===== src/rtl/fwd_pkg.sv =====
// -----------------------------------------------------------------------------
// fwd_pkg
// Shared definitions for the operand forwarding unit.
//   - SRC_* : 2-bit codes reported on opnd_src (where an operand came from)
//   - fwd_state_t : interlock FSM state encoding
// -----------------------------------------------------------------------------
package fwd_pkg;

   localparam logic [1:0] SRC_RF  = 2'd0;
   localparam logic [1:0] SRC_EX  = 2'd1;
   localparam logic [1:0] SRC_MEM = 2'd2;
   localparam logic [1:0] SRC_WB  = 2'd3;

   typedef enum logic [0:0] {
      ST_RUN   = 1'b0,
      ST_STALL = 1'b1
   } fwd_state_t;

endpackage


===== src/rtl/fwd_select.sv =====
// -----------------------------------------------------------------------------
// fwd_select
// Purely combinational forwarding selector for one source operand.
// Finds the youngest in-flight producer of rs_addr (EX > MEM > WB) and
// returns its value, or the register-file value if none matches.
// Ports:
//   id_valid, rs_used, rs_addr, rs_data : ID-stage operand request
//   ex_* / mem_* / wb_*                 : pipeline stage attributes/results
//   fwd_data : resolved operand value
//   fwd_src  : SRC_RF / SRC_EX / SRC_MEM / SRC_WB
//   load_use : operand depends on a load still in EX (cannot forward)
// -----------------------------------------------------------------------------
module fwd_select
   import fwd_pkg::*;
#(
   parameter int XLEN   = 32,
   parameter int REG_AW = 5
) (
   input  logic              id_valid,
   input  logic              rs_used,
   input  logic [REG_AW-1:0] rs_addr,
   input  logic [XLEN-1:0]   rs_data,
   input  logic              ex_valid,
   input  logic              ex_wen,
   input  logic              ex_is_load,
   input  logic              ex_is_link,
   input  logic [REG_AW-1:0] ex_rd,
   input  logic [XLEN-1:0]   ex_alu,
   input  logic [XLEN-1:0]   ex_pc4,
   input  logic              mem_valid,
   input  logic              mem_wen,
   input  logic              mem_is_load,
   input  logic              mem_is_link,
   input  logic [REG_AW-1:0] mem_rd,
   input  logic [XLEN-1:0]   mem_alu,
   input  logic [XLEN-1:0]   mem_rdata,
   input  logic [XLEN-1:0]   mem_pc4,
   input  logic              wb_valid,
   input  logic              wb_wen,
   input  logic [REG_AW-1:0] wb_rd,
   input  logic [XLEN-1:0]   wb_data,
   output logic [XLEN-1:0]   fwd_data,
   output logic [1:0]        fwd_src,
   output logic              load_use
);

   // x0 is excluded here once; a stage rd equal to a non-zero rs is then
   // non-zero too, so the per-stage checks need no separate rd != 0 term.
   logic rs_live;
   logic ex_hit;
   logic mem_hit;
   logic wb_hit;

   assign rs_live = id_valid & rs_used & (rs_addr != '0);
   assign ex_hit  = rs_live & ex_valid  & ex_wen  & (ex_rd  == rs_addr);
   assign mem_hit = rs_live & mem_valid & mem_wen & (mem_rd == rs_addr);
   assign wb_hit  = rs_live & wb_valid  & wb_wen  & (wb_rd  == rs_addr);

   always_comb begin
      fwd_data = rs_data;
      fwd_src  = SRC_RF;
      load_use = 1'b0;
      if (ex_hit) begin
         // A load in EX has no data yet; flag it so the top stalls instead.
         fwd_src  = SRC_EX;
         fwd_data = ex_is_link ? ex_pc4 : ex_alu;
         load_use = ex_is_load;
      end else if (mem_hit) begin
         fwd_src  = SRC_MEM;
         fwd_data = mem_is_load ? mem_rdata : (mem_is_link ? mem_pc4 : mem_alu);
      end else if (wb_hit) begin
         fwd_src  = SRC_WB;
         fwd_data = wb_data;
      end
   end

endmodule


===== src/rtl/operand_forward_unit.sv =====
// -----------------------------------------------------------------------------
// operand_forward_unit
// Operand forwarding and load-use interlock at the ID/EX boundary.
// Each of NSRC register-file operands is replaced by the youngest in-flight
// result (EX > MEM > WB) and registered into EX. A consumer of a load still
// in EX stalls the front end for exactly LOAD_LAT cycles.
// Ports:
//   clk, reset          : clock, synchronous active-high reset
//   flush               : redirect; kills the ID instruction, cancels stalls
//   id_valid/id_rs_*    : ID operand requests (operand i at slice i)
//   ex_*/mem_*/wb_*     : pipeline stage producers
//   stall               : combinational hold of PC and IF/ID
//   opnd/opnd_src       : registered resolved operands and their sources
//   opnd_valid          : registered EX valid (0 = bubble)
// -----------------------------------------------------------------------------
module operand_forward_unit
   import fwd_pkg::*;
#(
   parameter int XLEN     = 32,
   parameter int NSRC     = 2,
   parameter int REG_AW   = 5,
   parameter int LOAD_LAT = 1
) (
   input  logic                   clk,
   input  logic                   reset,
   input  logic                   flush,
   input  logic                   id_valid,
   input  logic [NSRC*REG_AW-1:0] id_rs_addr,
   input  logic [NSRC-1:0]        id_rs_used,
   input  logic [NSRC*XLEN-1:0]   id_rs_data,
   input  logic                   ex_valid,
   input  logic                   ex_wen,
   input  logic                   ex_is_load,
   input  logic                   ex_is_link,
   input  logic [REG_AW-1:0]      ex_rd,
   input  logic [XLEN-1:0]        ex_alu,
   input  logic [XLEN-1:0]        ex_pc4,
   input  logic                   mem_valid,
   input  logic                   mem_wen,
   input  logic                   mem_is_load,
   input  logic                   mem_is_link,
   input  logic [REG_AW-1:0]      mem_rd,
   input  logic [XLEN-1:0]        mem_alu,
   input  logic [XLEN-1:0]        mem_rdata,
   input  logic [XLEN-1:0]        mem_pc4,
   input  logic                   wb_valid,
   input  logic                   wb_wen,
   input  logic [REG_AW-1:0]      wb_rd,
   input  logic [XLEN-1:0]        wb_data,
   output logic                   stall,
   output logic [NSRC*XLEN-1:0]   opnd,
   output logic [NSRC*2-1:0]      opnd_src,
   output logic                   opnd_valid
);

   // Counter must be at least one bit wide even when LOAD_LAT is 1.
   localparam int CNT_W = (LOAD_LAT > 1) ? $clog2(LOAD_LAT) : 1;

   logic [NSRC*XLEN-1:0] res_opnd;
   logic [NSRC*2-1:0]    res_src;
   logic [NSRC-1:0]      res_lu;
   logic                 hz;

   fwd_state_t           state_reg;
   logic [CNT_W-1:0]     cnt_reg;
   logic [NSRC*XLEN-1:0] opnd_reg;
   logic [NSRC*2-1:0]    opnd_src_reg;
   logic                 opnd_valid_reg;

   genvar gi;
   generate
      for (gi = 0; gi < NSRC; gi++) begin : g_sel
         fwd_select #(
            .XLEN   (XLEN),
            .REG_AW (REG_AW)
         ) u_sel (
            .id_valid    (id_valid),
            .rs_used     (id_rs_used[gi]),
            .rs_addr     (id_rs_addr[gi*REG_AW +: REG_AW]),
            .rs_data     (id_rs_data[gi*XLEN +: XLEN]),
            .ex_valid    (ex_valid),
            .ex_wen      (ex_wen),
            .ex_is_load  (ex_is_load),
            .ex_is_link  (ex_is_link),
            .ex_rd       (ex_rd),
            .ex_alu      (ex_alu),
            .ex_pc4      (ex_pc4),
            .mem_valid   (mem_valid),
            .mem_wen     (mem_wen),
            .mem_is_load (mem_is_load),
            .mem_is_link (mem_is_link),
            .mem_rd      (mem_rd),
            .mem_alu     (mem_alu),
            .mem_rdata   (mem_rdata),
            .mem_pc4     (mem_pc4),
            .wb_valid    (wb_valid),
            .wb_wen      (wb_wen),
            .wb_rd       (wb_rd),
            .wb_data     (wb_data),
            .fwd_data    (res_opnd[gi*XLEN +: XLEN]),
            .fwd_src     (res_src[gi*2 +: 2]),
            .load_use    (res_lu[gi])
         );
      end
   endgenerate

   assign hz = |res_lu;

   // Hazards only start a stall from RUN; once in STALL the counter alone
   // decides when to release. flush and reset both override.
   assign stall = ~reset & ~flush &
                  ((state_reg == ST_STALL) | ((state_reg == ST_RUN) & hz));

   always_ff @(posedge clk) begin
      if (reset) begin
         state_reg      <= ST_RUN;
         cnt_reg        <= '0;
         opnd_reg       <= '0;
         opnd_src_reg   <= '0;
         opnd_valid_reg <= 1'b0;
      end else if (flush) begin
         state_reg      <= ST_RUN;
         cnt_reg        <= '0;
         opnd_valid_reg <= 1'b0;
      end else begin
         case (state_reg)
            ST_RUN: begin
               if (hz) begin
                  // First stall cycle is this one; STALL covers the rest.
                  opnd_valid_reg <= 1'b0;
                  if (LOAD_LAT > 1) begin
                     state_reg <= ST_STALL;
                     cnt_reg   <= CNT_W'(LOAD_LAT - 2);
                  end
               end else begin
                  opnd_reg       <= res_opnd;
                  opnd_src_reg   <= res_src;
                  opnd_valid_reg <= id_valid;
               end
            end
            ST_STALL: begin
               opnd_valid_reg <= 1'b0;
               if (cnt_reg == '0) begin
                  state_reg <= ST_RUN;
               end else begin
                  cnt_reg <= cnt_reg - CNT_W'(1);
               end
            end
            default: begin
               state_reg      <= ST_RUN;
               cnt_reg        <= '0;
               opnd_valid_reg <= 1'b0;
            end
         endcase
      end
   end

   assign opnd       = opnd_reg;
   assign opnd_src   = opnd_src_reg;
   assign opnd_valid = opnd_valid_reg;

endmodule


===== config.mk =====
export PLATFORM = sky130hd
export DESIGN_NAME = operand_forward_unit
export DESIGN_NICKNAME = d
export VERILOG_FILES = /design/src/rtl/fwd_pkg.sv /design/src/rtl/fwd_select.sv /design/src/rtl/operand_forward_unit.sv
export SDC_FILE = /design/constraint.sdc
export NUM_CORES = 1
export LEC_CHECK = 0
export ABC_AREA = 1
export BUFFER_PORTS_ARGS = -buffer_cell sky130_fd_sc_hd__buf_4
export CORE_MARGIN = 5
export CORE_UTILIZATION = 30
export DETAILED_ROUTE_END_ITERATION = 10
export PLACE_DENSITY = 0.59
export SYNTH_ARGS = -nofsm -noshare
export SYNTH_HDL_FRONTEND = slang
export SYNTH_SLANG_ARGS = --single-unit

===== constraint.sdc =====
create_clock -name clk -period 2.4 [get_ports clk]
set_clock_uncertainty 0.2 [all_clocks]
set_input_delay 0.12 -clock clk [delete_from_list [all_inputs] [get_ports clk]]
set_output_delay 0.12 -clock clk [all_outputs]
set_load 0.01 [all_outputs]

==> results.sh <==
export IMPL_start_util_pct=30.6
export IMPL_path_common_cell="nand2_1"
export IMPL_worst_slack_ps=204
export IMPL_maxCapViolCount=0
export IMPL_port_buffers=366
export IMPL_ios=367
export IMPL_finalPower_mw=4.30
export IMPL_cp_slowest_stage_delay_ps=550
export IMPL_clk_root_buffer_cell="clkbuf_16"
export IMPL_grt_use_total_pct=25.4
export IMPL_routed_via_density=5.03
export IMPL_arrival_ps=2210
export IMPL_totalWireLength_mm=37.5
export IMPL_timing_rr_end="opnd_src[0]"
export IMPL_vias=10000
export IMPL_rsz0062_at_grt="no"
export IMPL_yosys_area_top_type="dfxtp_1"
export IMPL_cts_sinks=69
export IMPL_r2r_cells=3
export IMPL_placed_area_um2=10500
export IMPL_largest_register_ffs=64
export IMPL_cts_setup_buffers=0
export IMPL_seq_area_frac_synth_pct=18.5
export IMPL_die_area_um2=28100
export IMPL_r2r_start="opnd_src[0]"
export IMPL_synth_area_um2=7470
export IMPL_grt_pass1_wl_mm=56.7
export IMPL_die_w_um=168
export IMPL_nFillCells=2629
export IMPL_wl_per_cell_um=18.8
export IMPL_criticalPathCategory="input port to flop"
export IMPL_setup_viol=0
export IMPL_irDropWorstVdd_mv=0.266
export IMPL_syn_inst=1304
export IMPL_ys_warn_count=0
export IMPL_critPathRequiredTime_ps=2420
export IMPL_final_hold_viol_count=0
export IMPL_r2r_slack_ps=1520
export IMPL_synthTopCellsByArea="dfxtp_1 19%, nand2_1 17%, nand3_1 12%, nand4_1 11%, nor2_1 7.5%"
export IMPL_worstMarginPinSlew_ps=519
export IMPL_finalMaxSlewViolations=0
export IMPL_clock_latency_ps=350
export IMPL_fin_crit_ps=2200
export IMPL_drive_gt1_share_pct=34.8
export IMPL_cts_made_buffers=9
export IMPL_drc=0
export IMPL_die_h_um=168
export IMPL_tritoncts="done"
export IMPL_hold_depth=5
export IMPL_setup_tns_ps=0
export IMPL_diodes=0
export IMPL_coreArea_um2=24400
export IMPL_drt_initial_drc_count=729
export IMPL_whs_endpoint="opnd[27]"
export IMPL_achievable_frequency_ghz=0.455
export IMPL_place_gp_congestion=0.865
export IMPL_synth_seq_cells=69
export IMPL_instances_no_fill=1990
export IMPL_yosys_area_top_type_share_pct=18.5
export IMPL_drtPass1Iterations=5
export IMPL_final_area_um2=11400
export IMPL_critPathMaxFanout=31
export IMPL_place_inst=1918
export IMPL_hp_class="input port to flop"
export IMPL_p_leak_nw=5.88
export IMPL_synth_nets=1601
export IMPL_grt_max_degree=65
export IMPL_cts_path_max_buffers=2
export IMPL_worst_setup_path_end_kind="flop"
export IMPL_grt_pass1_vias=9845
export IMPL_crit_start="id_rs_addr[9]"
export IMPL_fin_crit_sh_pct=91.5
export IMPL_place_ws_ps=358
export IMPL_syn_avg_cell_area_um2=5.73
export IMPL_path_cells="buf_4 -> nor2_1 -> nand3_1 -> nand2_1 -> nor2_1 -> nand2_2 -> buf_12 -> nand2_1 -> inv_1 -> nand3_1 -> dlygate4sd3_1 -> nand2_1 -> a21oi_1"
export IMPL_powerDensity_nw_per_um2=376
export IMPL_crit_path_start_kind="input port"
export IMPL_yosysUniqueCellTypes=29
export IMPL_max_slew_margin_pct=65.4
export IMPL_area_growth_pct=53.2
export IMPL_hp_start="id_rs_data[27]"
export IMPL_num_rows=57
export IMPL_antenna_found_initial=1
export IMPL_final_nets=1958
export IMPL_hpwl_mm=28.0
export IMPL_status="completed"
export IMPL_htreeDepth=3
export IMPL_clk_pin_slew_ps=60
export IMPL_cts_resized=0
export IMPL_crit_slowest_cell="dlygate4sd3_1"
export IMPL_grt_overflow=0
export IMPL_ant_nets=0
## power breakdown
group	internal (mW)	switching [mW]	leakage, nW
Clock	1.02	0.578	0.163
Combinational	0.717	0.733	5.15
Sequential	1.21	0.0446	0.569
Total	2.95	1.36	5.88
## metal layers
layer / up-vias / part of all wire, % / GRT usage, %
li1: 4971 / - / -
met3: 43 / 7.7 / 6.18
met4: 2 / 2.6 / 7.06
met2: 424 / 49 / 44.5
met5: - / 0.035 / 0
met1: 4579 / 40 / 30.9
## cells in the mapped netlist (all sizes together)
library cell    n
a21boi          2
a21oi          73
buf            60
clkbuf         45
dfxtp          69
inv           137
mux2           32
nand2         375
nand3         173
nand3b          2
nand4         129
nor2          155
nor3            3
o211ai          2
o21a            2
o21ai           8
or2            33
xnor2           3
xor2            1
## worst max-delay path, delay by kind of cell
family	cells	cell delay, ps
AOI/OAI and AO/OA	1	50
and+or+nand+nor	8	1030
buffers and inverters	4	990
## metrics by stage
step           hold WS [ps]  utilization (%)
2_1_floorplan          60.8                -
6_report               1.22             46.9
5_1_grt                10.0             46.9
3_3_place_gp            207             43.2
4_1_cts               0.584             46.9
3_5_place_dp            210             43.2
## layout make-up
class	count	area, µm²	area share, %
inverters	137	514	4.50
well taps	324	405	3.54
repair buffers	451	3700	32.4
flip-flops and latches	69	1380	12.1
clock buffers	10	229	2.00
clock inverters	6	111	0.974
multi-input cells	993	5090	44.5
## worst max-delay path by stage
stage          endpoint  cells past startpoint
2_1_floorplan  opnd[10]                      7
3_3_place_gp   opnd[56]                     12
3_5_place_dp   opnd[56]                     12
4_1_cts        opnd[62]                     13
5_1_grt        opnd[60]                     13
6_report       opnd[53]                     13
## cell families (layout without fill, tap and decap cells)
logic type / Yosys count / count (layout) / synth area share (%)
AND/OR/NAND/NOR: 870 / 870 / 53.9
buffers and inverters: 242 / 604 / 14.2
AO/OA/AOI/OAI: 87 / 87 / 8.09
flip-flops: 69 / 69 / 18.5
multiplexers: 32 / 32 / 4.83
XOR/XNOR: 4 / 4 / 0.469
## placed cells by master, fill, tap and decap left out, types with 2 or more instances in the layout
cell,count
a21oi_2,41
mux2_2,32
bufinv_16,3
inv_1,129
clkbuf_16,9
o21a_1,2
dlygate4sd3_1,56
buf_12,14
nand3_1,168
nand3_2,4
inv_2,8
or2_2,33
buf_4,381
dfxtp_1,69
nor3_2,2
nand4_1,129
nand2_2,42
a21oi_1,32
nor2_1,148
nand3b_1,2
o21ai_1,5
nor2_4,6
nand2_1,333
o21ai_0,3
xnor2_1,3
o211ai_1,2
## timing repair
action | 4_1_cts | 5_1_grt
endpoints found under the setup margin | 0 | 0
hold buffers | 56 | 0
endpoints found under the hold margin | 43 | 0
Power figures use the tool's default switching activity.
